### src/rtl/rx_controller.sv
// rx_controller: 8N1 UART receiver, LSB first, idle-high line.
// The line passes a 2-flop synchronizer. A falling edge in IDLE starts a frame.
// The start bit is re-checked at its middle. Each data bit and the stop bit are
// then sampled CLKS_PER_BIT cycles apart.
//
// Latency: o_rx_valid (or o_rx_frame_err) is high in the cycle that follows
// rising edge number 4 + (CLKS_PER_BIT-1)/2 + 9*CLKS_PER_BIT. Edges are counted
// from the first rising edge that samples the line low. The figure breaks down as:
//   - 2 synchronizer cycles,
//   - 1 cycle to detect the edge and enter START,
//   - (CLKS_PER_BIT-1)/2 + 1 cycles to the start-bit check,
//   - 9*CLKS_PER_BIT cycles for the 8 data bits and the stop bit.
// That is 2 sync + (CLKS_PER_BIT-1)/2 + 9*CLKS_PER_BIT + 2 fixed pipeline cycles.
module rx_controller #(
    parameter int CLKS_PER_BIT = 16
) (
    input  logic       clk,
    input  logic       reset,
    input  logic       i_rx_data,
    output logic [7:0] o_rx_byte,
    output logic       o_rx_valid,
    output logic       o_rx_active,
    output logic       o_rx_frame_err
);

    localparam int CNT_W = (CLKS_PER_BIT <= 2) ? 1 : $clog2(CLKS_PER_BIT);
    localparam logic [CNT_W-1:0] HALF_CNT = CNT_W'((CLKS_PER_BIT - 1) / 2);
    localparam logic [CNT_W-1:0] LAST_CNT = CNT_W'(CLKS_PER_BIT - 1);
    localparam logic [CNT_W-1:0] CNT_ONE  = CNT_W'(1);

    typedef enum logic [1:0] {
        IDLE  = 2'd0,
        START = 2'd1,
        DATA  = 2'd2,
        STOP  = 2'd3
    } state_t;

    logic             sync1_q;
    logic             sync2_q;
    logic             prev_q;
    logic             fall_edge;

    state_t           state_q;
    logic [CNT_W-1:0] cnt_q;
    logic [2:0]       bit_idx_q;
    logic [7:0]       shift_q;
    logic [7:0]       byte_q;
    logic             valid_q;
    logic             err_q;
    logic             active_q;

    // Synchronize the line and keep the previous synchronized sample for edge detection
    always_ff @(posedge clk or negedge reset) begin
        if (!reset) begin
            sync1_q <= 1'b1;
            sync2_q <= 1'b1;
            prev_q  <= 1'b1;
        end else begin
            sync1_q <= i_rx_data;
            sync2_q <= sync1_q;
            prev_q  <= sync2_q;
        end
    end

    // A level that is already low (break, stuck line) is not an edge.
    assign fall_edge = prev_q & ~sync2_q;

    // Frame state machine with registered outputs; pulses default low every cycle
    always_ff @(posedge clk or negedge reset) begin
        if (!reset) begin
            state_q   <= IDLE;
            cnt_q     <= '0;
            bit_idx_q <= '0;
            shift_q   <= '0;
            byte_q    <= '0;
            valid_q   <= 1'b0;
            err_q     <= 1'b0;
            active_q  <= 1'b0;
        end else begin
            valid_q <= 1'b0;
            err_q   <= 1'b0;
            case (state_q)
                IDLE: begin
                    cnt_q     <= '0;
                    bit_idx_q <= '0;
                    if (fall_edge) begin
                        state_q  <= START;
                        active_q <= 1'b1;
                    end
                end
                START: begin
                    if (cnt_q == HALF_CNT) begin
                        cnt_q     <= '0;
                        bit_idx_q <= '0;
                        if (!sync2_q) begin
                            state_q <= DATA;
                        end else begin
                            // Start bit vanished by mid-bit: treat as a glitch.
                            state_q  <= IDLE;
                            active_q <= 1'b0;
                        end
                    end else begin
                        cnt_q <= cnt_q + CNT_ONE;
                    end
                end
                DATA: begin
                    if (cnt_q == LAST_CNT) begin
                        cnt_q              <= '0;
                        shift_q[bit_idx_q] <= sync2_q;
                        if (bit_idx_q == 3'd7) begin
                            state_q   <= STOP;
                            bit_idx_q <= '0;
                        end else begin
                            bit_idx_q <= bit_idx_q + 3'd1;
                        end
                    end else begin
                        cnt_q <= cnt_q + CNT_ONE;
                    end
                end
                STOP: begin
                    if (cnt_q == LAST_CNT) begin
                        // Leave at mid stop bit so a back-to-back start edge is caught.
                        cnt_q    <= '0;
                        state_q  <= IDLE;
                        active_q <= 1'b0;
                        if (sync2_q) begin
                            byte_q  <= shift_q;
                            valid_q <= 1'b1;
                        end else begin
                            err_q <= 1'b1;
                        end
                    end else begin
                        cnt_q <= cnt_q + CNT_ONE;
                    end
                end
                default: begin
                    state_q   <= IDLE;
                    cnt_q     <= '0;
                    bit_idx_q <= '0;
                    active_q  <= 1'b0;
                end
            endcase
        end
    end

    assign o_rx_byte      = byte_q;
    assign o_rx_valid     = valid_q;
    assign o_rx_frame_err = err_q;
    assign o_rx_active    = active_q;

endmodule

### config.mk
export PLATFORM = sky130hd
export DESIGN_NAME = rx_controller
export DESIGN_NICKNAME = d
export VERILOG_FILES = /design/src/rtl/rx_controller.sv
export SDC_FILE = /design/constraint.sdc
export NUM_CORES = 1
export LEC_CHECK = 0
export BUFFER_PORTS_ARGS = -buffer_cell sky130_fd_sc_hd__buf_2
export CORE_MARGIN = 1.5
export CORE_UTILIZATION = 57
export CTS_CLUSTER_SIZE = 8
export DETAILED_ROUTE_END_ITERATION = 10
export PLACE_DENSITY = 0.77
export SLEW_MARGIN = 20
export SYNTH_ARGS = -nofsm -noshare
export SYNTH_HDL_FRONTEND = slang
export SYNTH_SLANG_ARGS = --single-unit
### constraint.sdc
create_clock -name clk -period 2.1 [get_ports clk]
set_input_delay 0.21 -clock clk [delete_from_list [all_inputs] [get_ports clk]]
set_output_delay 0.21 -clock clk [all_outputs]
set_load 0.1 [all_outputs]
==> reports/metrics.cfg, run 1 <==
[synth]
yosys.area.top_type=dfrtp_1
syn_area_um2=1409
ys_top_cells_by_area=dfrtp_1 50%, mux2_4 8.5%, mux2_2 7.2%, dfstp_2 5.6%, ha_1 2.7%
synthCells=106
ys.warnings.count=0
ys_ff_latch=31
synth_area_per_cell_um2=13.29
postSynth.asyncResetShare_pct=100.0
synth_top_area_share_pct=49.73
synth_cell_types=36
synth-edff-count=0
ys.flop_type=dfrtp_1
syn-num-nets=112
ys_seq_area_share_pct=55.33

[worst_hold_path]
hp-class=reg -> reg

[status]
outcome=finished, final reports clean

[timing]
fin_tns_setup_ns=0
final-setup-viol-count=0
fmax_mhz=568.2
worstMarginPinSlew_ns=0.6702
rsz0062_at_grt=false
slew_viol_final=0
period_needed_ns=1.760
skew_ns=0.004243
hold_viol_final=0
slew_headroom_pct=55.32
fin_crit_sh_pct=83.80

[clock_network]
clk_pin_slew_ns=0.09
clock_tree.root_cell=clkbuf_4
clockBufferDepth=2
cts_tree=built
clock_sinks=31
clock_latency_ns=0.32
numCtsBuffers=5
post_cts_buffers=0
cts_htree_levels=2

[detailed_routing]
dr.pass1.iters=4
drt_wl_total_um=2286
drtAntennaViolNets=0
route.detailed.drc=0
vias=853
vias_per_cell=5.649
routedWlPerCell_um=15.14
drt_iter0_drc=19

[place]
placed_area_um2=1448
post-dp-hpwl_um=1587
portBuffers=13
finalWeightedCongestion=0.8699

[floorplan]
rows=17
core-area_um2=2276
die_width_um=52.72
initial_core_util_pct=61.90
num_io_pins=14
fp.dieArea_um2=2779
die_y_um=52.72

[setup_path]
path_buf_inv=0
critPathMostFrequentCell=and3_4
path_class=reg -> reg
startpoint_type=flip-flop
critPathTopFamily=simple AND/OR/NAND/NOR gates
path_cells=ha_1 > and3_4 > and3_4 > mux2_4
slowest_delay_ns=0.38
cp.arrival_ns=1.97
critPathMaxFanout=10
worst_ep_required_time_ns=2.31
end_kind=flip-flop
slowest_stage=ha_1

[final_layout]
seq_area_um2=779.5
fill_cells=163
nets=128
final_core_util_pct=66.69
layout_common_cells=28 x dfrtp_1, 13 x buf_2, 9 x nor2_1, 9 x mux2_2, 8 x mux2_4
drive_above_1_share_pct=34.15
n_antenna_cell=0
final_common_cell=dfrtp_1
design_area_um2=1518
syn_to_final_growth_pct=7.727
multiInputGateArea_um2=560.5

[power_and_ir_drop]
p_total_mw=1.472
p_leak_nw=0.7350
ir_drop_v=0.001000
p_per_area_nw_per_um2=970.1

[global_route]
grt_max_degree=32
grtUsageTotal_pct=20.30
antenna_found_initial=0
grt-ovfl-total=0
grt_pass1_wl_um=3829
grt_pass1_vias=825

[run]
maxCapViolCount=0

## metal layers
layer	vias up	wire [µm]	global-route usage (%)	part of all wire, %
met5	-	0	0	0
met3	5	77	6.000	3.4
met4	0	53	11.54	2.3
li1	417	-	-	-
met1	414	1094	25.28	48
met2	17	1062	31.25	46
## stage by stage
step	hold WS (ns)	std cells	worst slack, ns
floorplan	-0.08559	106	0.5291
global placement	0.2678	141	0.4061
detailed placement	0.2826	141	0.3569
CTS	0.3635	151	0.3517
global route	0.3652	151	0.1920
finish	0.3624	151	0.3402
## Yosys cell counts, types with 2 or more instances
library cell  number
dfstp_2            3
o21ai_0            2
nand2_1            2
nor3_1             4
nor4_1             2
nor2_1             9
ha_1               3
buf_4              2
inv_1              2
and3_4             2
a21o_1             2
dfrtp_1           28
mux2_4             8
mux2_2             9
nand4b_1           2
buf_6              2
a21oi_1            3
nand3_1            3
## flip-flops by register name (all words and copies together), names as in the netlist, named ones only
name	cells
bit_idx_q	3
cnt_q	4
o_rx_active	1
o_rx_byte	8
o_rx_frame_err	1
o_rx_valid	1
prev_q	1
shift_q	8
state_q	1
sync1_q	1
sync2_q	1
## power breakdown
| part | total (mW) | switching [mW] | internal, mW |
|---|---|---|---|
| registers | 0.788 | 0.116 | 0.672 |
| clock network | 0.321 | 0.191 | 0.130 |
| logic | 0.363 | 0.226 | 0.137 |
| total | 1.47 | 0.533 | 0.939 |
## logic make-up after synthesis
logic type / Yosys count / share of synthesized area, %
buffers and inverters: 8 / 4.884
AO/OA/AOI/OAI: 14 / 6.928
adder cells (fa/ha/maj): 3 / 2.665
flip-flops: 31 / 55.33
AND/OR/NAND/NOR: 30 / 12.52
XOR/XNOR: 2 / 1.244
multiplexers: 18 / 16.43
## what timing repair did
action                                  in CTS  in global routing
gates resized for setup                      0                  0
endpoints found under the hold margin       29                  0
endpoints found under the setup margin       0                  0
hold buffers                                 2                  0
## final cells by class
class	instances	area share, %
Clock inverter	1	0.3298
Inverter	2	0.4946
Clock buffer	7	2.968
Timing Repair Buffer	15	5.606
Sequential cell	31	51.36
Multi-Input combinational cell	67	36.93
Tap cell	28	2.308
## final timing paths
kind                       slack (ns)  depth (start not counted)               start                        to
max in group asynchronous        1.22                          2               reset        cnt_q[3]$_DFF_PN0_
hold / removal                   0.36                          0   sync1_q$_DFF_PN1_         sync2_q$_DFF_PN1_
setup / recovery                 0.34                          4  cnt_q[0]$_DFF_PN0_  o_rx_byte[0]$_DFFE_PN0P_
min in group asynchronous        0.45                          2               reset  o_rx_byte[2]$_DFFE_PN0P_
setup reg to reg                 0.34                          4  cnt_q[0]$_DFF_PN0_  o_rx_byte[0]$_DFFE_PN0P_
hold reg to reg                  0.36                          0   sync1_q$_DFF_PN1_         sync2_q$_DFF_PN1_
Note: power is estimated with default switching activity, not from simulation.
==> run 2, diff against run 1 <==
==> constraint.sdc (replaced) <==
create_clock -name clk -period 1.7 [get_ports clk]
set_input_delay 0.17 -clock clk [delete_from_list [all_inputs] [get_ports clk]]
set_output_delay 0.17 -clock clk [all_outputs]
set_load 0.1 [all_outputs]
==> run 2 against run 1 <==
Net effect: clock power increased by 31%; count of clock-buffer cells in the layout decreased by 1; combinational power is 48% higher; fmax rose by 8.6%; final cell count is 2.0% higher; power grew 29%; first-iteration DRC count shrank 58%; sequential power rose by 19%; via count is 1.4% higher; critical path type unchanged; highest routed layer unchanged.
==> reports/metrics.cfg, run 2 (synthesis results as in run 1) <==
[power_and_ir_drop]
pwr-share-seq_pct=49.5  ; -4.0 points
combPwrFrac_pct=28.4  ; +3.7 points
p_int_mw=1.234  ; +31%
p_leak_nw=0.7596  ; +3.3%
p_sw_share_pct=34.96  ; -1.2 points
p_sw_uw=663.1  ; +24%
p_total_mw=1.897  ; +29%
p_clk_share_pct=22.1  ; +0.3 points
ir_drop_v=0.0008800  ; -12%
p_per_area_nw_per_um2=1221  ; +26%

[setup_path]
r2r_slack_ns=0.08  ; -0.26 ns
worstReg2RegStart=cnt_q[0]$_DFF_PN0_
cp.arrival_ns=1.84  ; -0.13 ns
path_cells=ha_1 > and3_4 > and3_4 > mux2_4
path_buf_inv=0  ; unchanged
end_kind=flip-flop
critPathMaxFanout=9  ; -1
slowest_delay_ns=0.37  ; about the same
startpoint_type=flip-flop
critPathLaunch=cnt_q[0]$_DFF_PN0_
path_class=reg -> reg
critPathTopFamily=simple AND/OR/NAND/NOR gates
slowest_stage=dfrtp_1
worst_ep_required_time_ns=1.92  ; -0.39 ns
critPathMostFrequentCell=and3_4

[final_layout]
layout_common_cells=28 x dfrtp_1, 13 x buf_2, 9 x nor2_1, 9 x mux2_2, 8 x mux2_4
drive_above_1_share_pct=37.30  ; +3.2 points
fill_cells=164  ; +0.61%
nets=132  ; +3.1%
design_area_um2=1554  ; +2.4%
n_antenna_cell=0  ; unchanged
final_common_cell=dfrtp_1
syn_to_final_growth_pct=10.30
final_core_util_pct=68.28  ; +1.6 points

[clock_network]
ctsResizeCount=0  ; unchanged
clk_pin_slew_ns=0.09  ; about the same
clock_tree.root_cell=clkbuf_4
clockBufferDepth=2  ; unchanged
clock_sinks=31  ; unchanged
post_cts_buffers=0  ; unchanged
cts_htree_levels=2  ; unchanged
cts_tree=built
clock_latency_ns=0.33  ; about the same
numCtsBuffers=5  ; unchanged

[detailed_routing]
met2WireLength_um=1147  ; +8.0%
route.detailed.drc=0  ; unchanged
top_layer=met4
drt_wl_total_um=2289  ; +0.13%
routedWlPerCell_um=14.86  ; -1.8%
m1WireLength_um=988  ; -9.7%
wl_met3_um=102  ; +32%
vias_per_cell=5.617  ; -0.57%
vias=865  ; +1.4%
drtAntennaViolNets=0  ; unchanged
drt_iter0_drc=8  ; -11
dr.pass1.iters=4  ; unchanged

[floorplan]
initial_core_util_pct=61.90  ; unchanged
die_y_um=52.72  ; unchanged
num_io_pins=14  ; unchanged
core-area_um2=2276  ; unchanged
fp.dieArea_um2=2779  ; unchanged
die_width_um=52.72  ; unchanged
rows=17  ; unchanged

[place]
post-dp-hpwl_um=1618  ; +1.9%
finalWeightedCongestion=0.8591  ; -1.2%
placed_area_um2=1478  ; +2.1%
portBuffers=13  ; unchanged

[run]
maxCapViolCount=0  ; unchanged

[timing]
slew_viol_final=0  ; unchanged
slew_headroom_pct=55.00  ; -0.32 points
hold_viol_final=0  ; unchanged
worstMarginPinSlew_ns=0.6750  ; +0.004825 ns
whs_ns=0.3584  ; -0.003985 ns
rsz0062_at_grt=false
fin_tns_setup_ns=0  ; unchanged
period_needed_ns=1.620  ; -0.1399 ns
fin_crit_sh_pct=95.29  ; +11 points
skew_ns=0.007527  ; +0.003284 ns
final-setup-viol-count=0  ; unchanged
fmax_mhz=617.3  ; +8.6%

[global_route]
grt_max_degree=32  ; unchanged
grt-ovfl-total=0  ; unchanged
antenna_found_initial=0  ; unchanged
grt_pass1_vias=844  ; +2.3%
grt_pass1_wl_um=3926  ; +2.5%
grtUsageTotal_pct=20.89  ; +0.59 points

[status]
outcome=finished, final reports clean

[worst_hold_path]
min_from=sync1_q$_DFF_PN1_
hp-class=reg -> reg

## run 2: cell count changes in the layout (fill, tap and decap cells not counted)
cell | before | now
buf_4 | 0 | 4
clkbuf_8 | 0 | 1
clkbuf_1 | 2 | 0
## run 2: worst reg2reg max path: cells and delay by family (launching register included)
family                   cells  cell delay (ns)
AND/OR/NAND/NOR              2             0.54
flip-flops                   1             0.37
multiplexers                 1             0.32
adder cells (fa/ha/maj)      1             0.28
## run 2: what timing repair did
item | CTS | global route
endpoints found under the setup margin | 0 | 0
hold endpoints to repair | 29 | 0
hold buffers | 2 | 0
## run 2: cell type report
| class | count | area, µm² | share of cell area (%) |
|---|---|---|---|
| Inverter | 2 | 7.507 | 0.4831 |
| Clock buffer | 6 | 51.30 | 3.301 |
| Timing Repair Buffer | 19 | 115.1 | 7.407 |
| Sequential cell | 31 | 779.5 | 50.16 |
| Clock inverter | 1 | 5.005 | 0.3221 |
| Multi-Input combinational cell | 67 | 560.5 | 36.07 |
| Tap cell | 28 | 35.03 | 2.254 |
## run 2: power groups by stage
stage               sequential (mW)  clock, mW  combinational [mW]
CTS                           0.938      0.442               0.541
global route                  0.953      0.473               0.597
detailed placement            0.952          0               0.536
floorplan                     0.989          0               0.395
global placement              0.946          0               0.521
finish                        0.939      0.419               0.538
## run 2: metal layers
layer	up-vias	track usage, %
li1	417	-
met2	18	31.87
met5	-	0
met3	7	7.714
met4	0	11.54
met1	423	25.42
## run 2: path summary, 6_finish.rpt
kind	end	depth (start not counted)
max	o_rx_byte[5]$_DFFE_PN0P_	4
min reg2reg	sync2_q$_DFF_PN1_	0
min	sync2_q$_DFF_PN1_	0
min in group asynchronous	o_rx_valid$_DFF_PN0_	2
max in group asynchronous	state_q[0]$_DFFE_PN0P_	2
max reg2reg	o_rx_byte[5]$_DFFE_PN0P_	4
## run 2: metrics by stage
stage | std cells | setup WS (ns)
2_1_floorplan | 106 | 0.1291
3_3_place_gp | 145 | 0.1337
3_5_place_dp | 145 | 0.07888
4_1_cts | 154 | 0.06939
5_1_grt | 154 | 0.01583
6_report | 154 | 0.08011
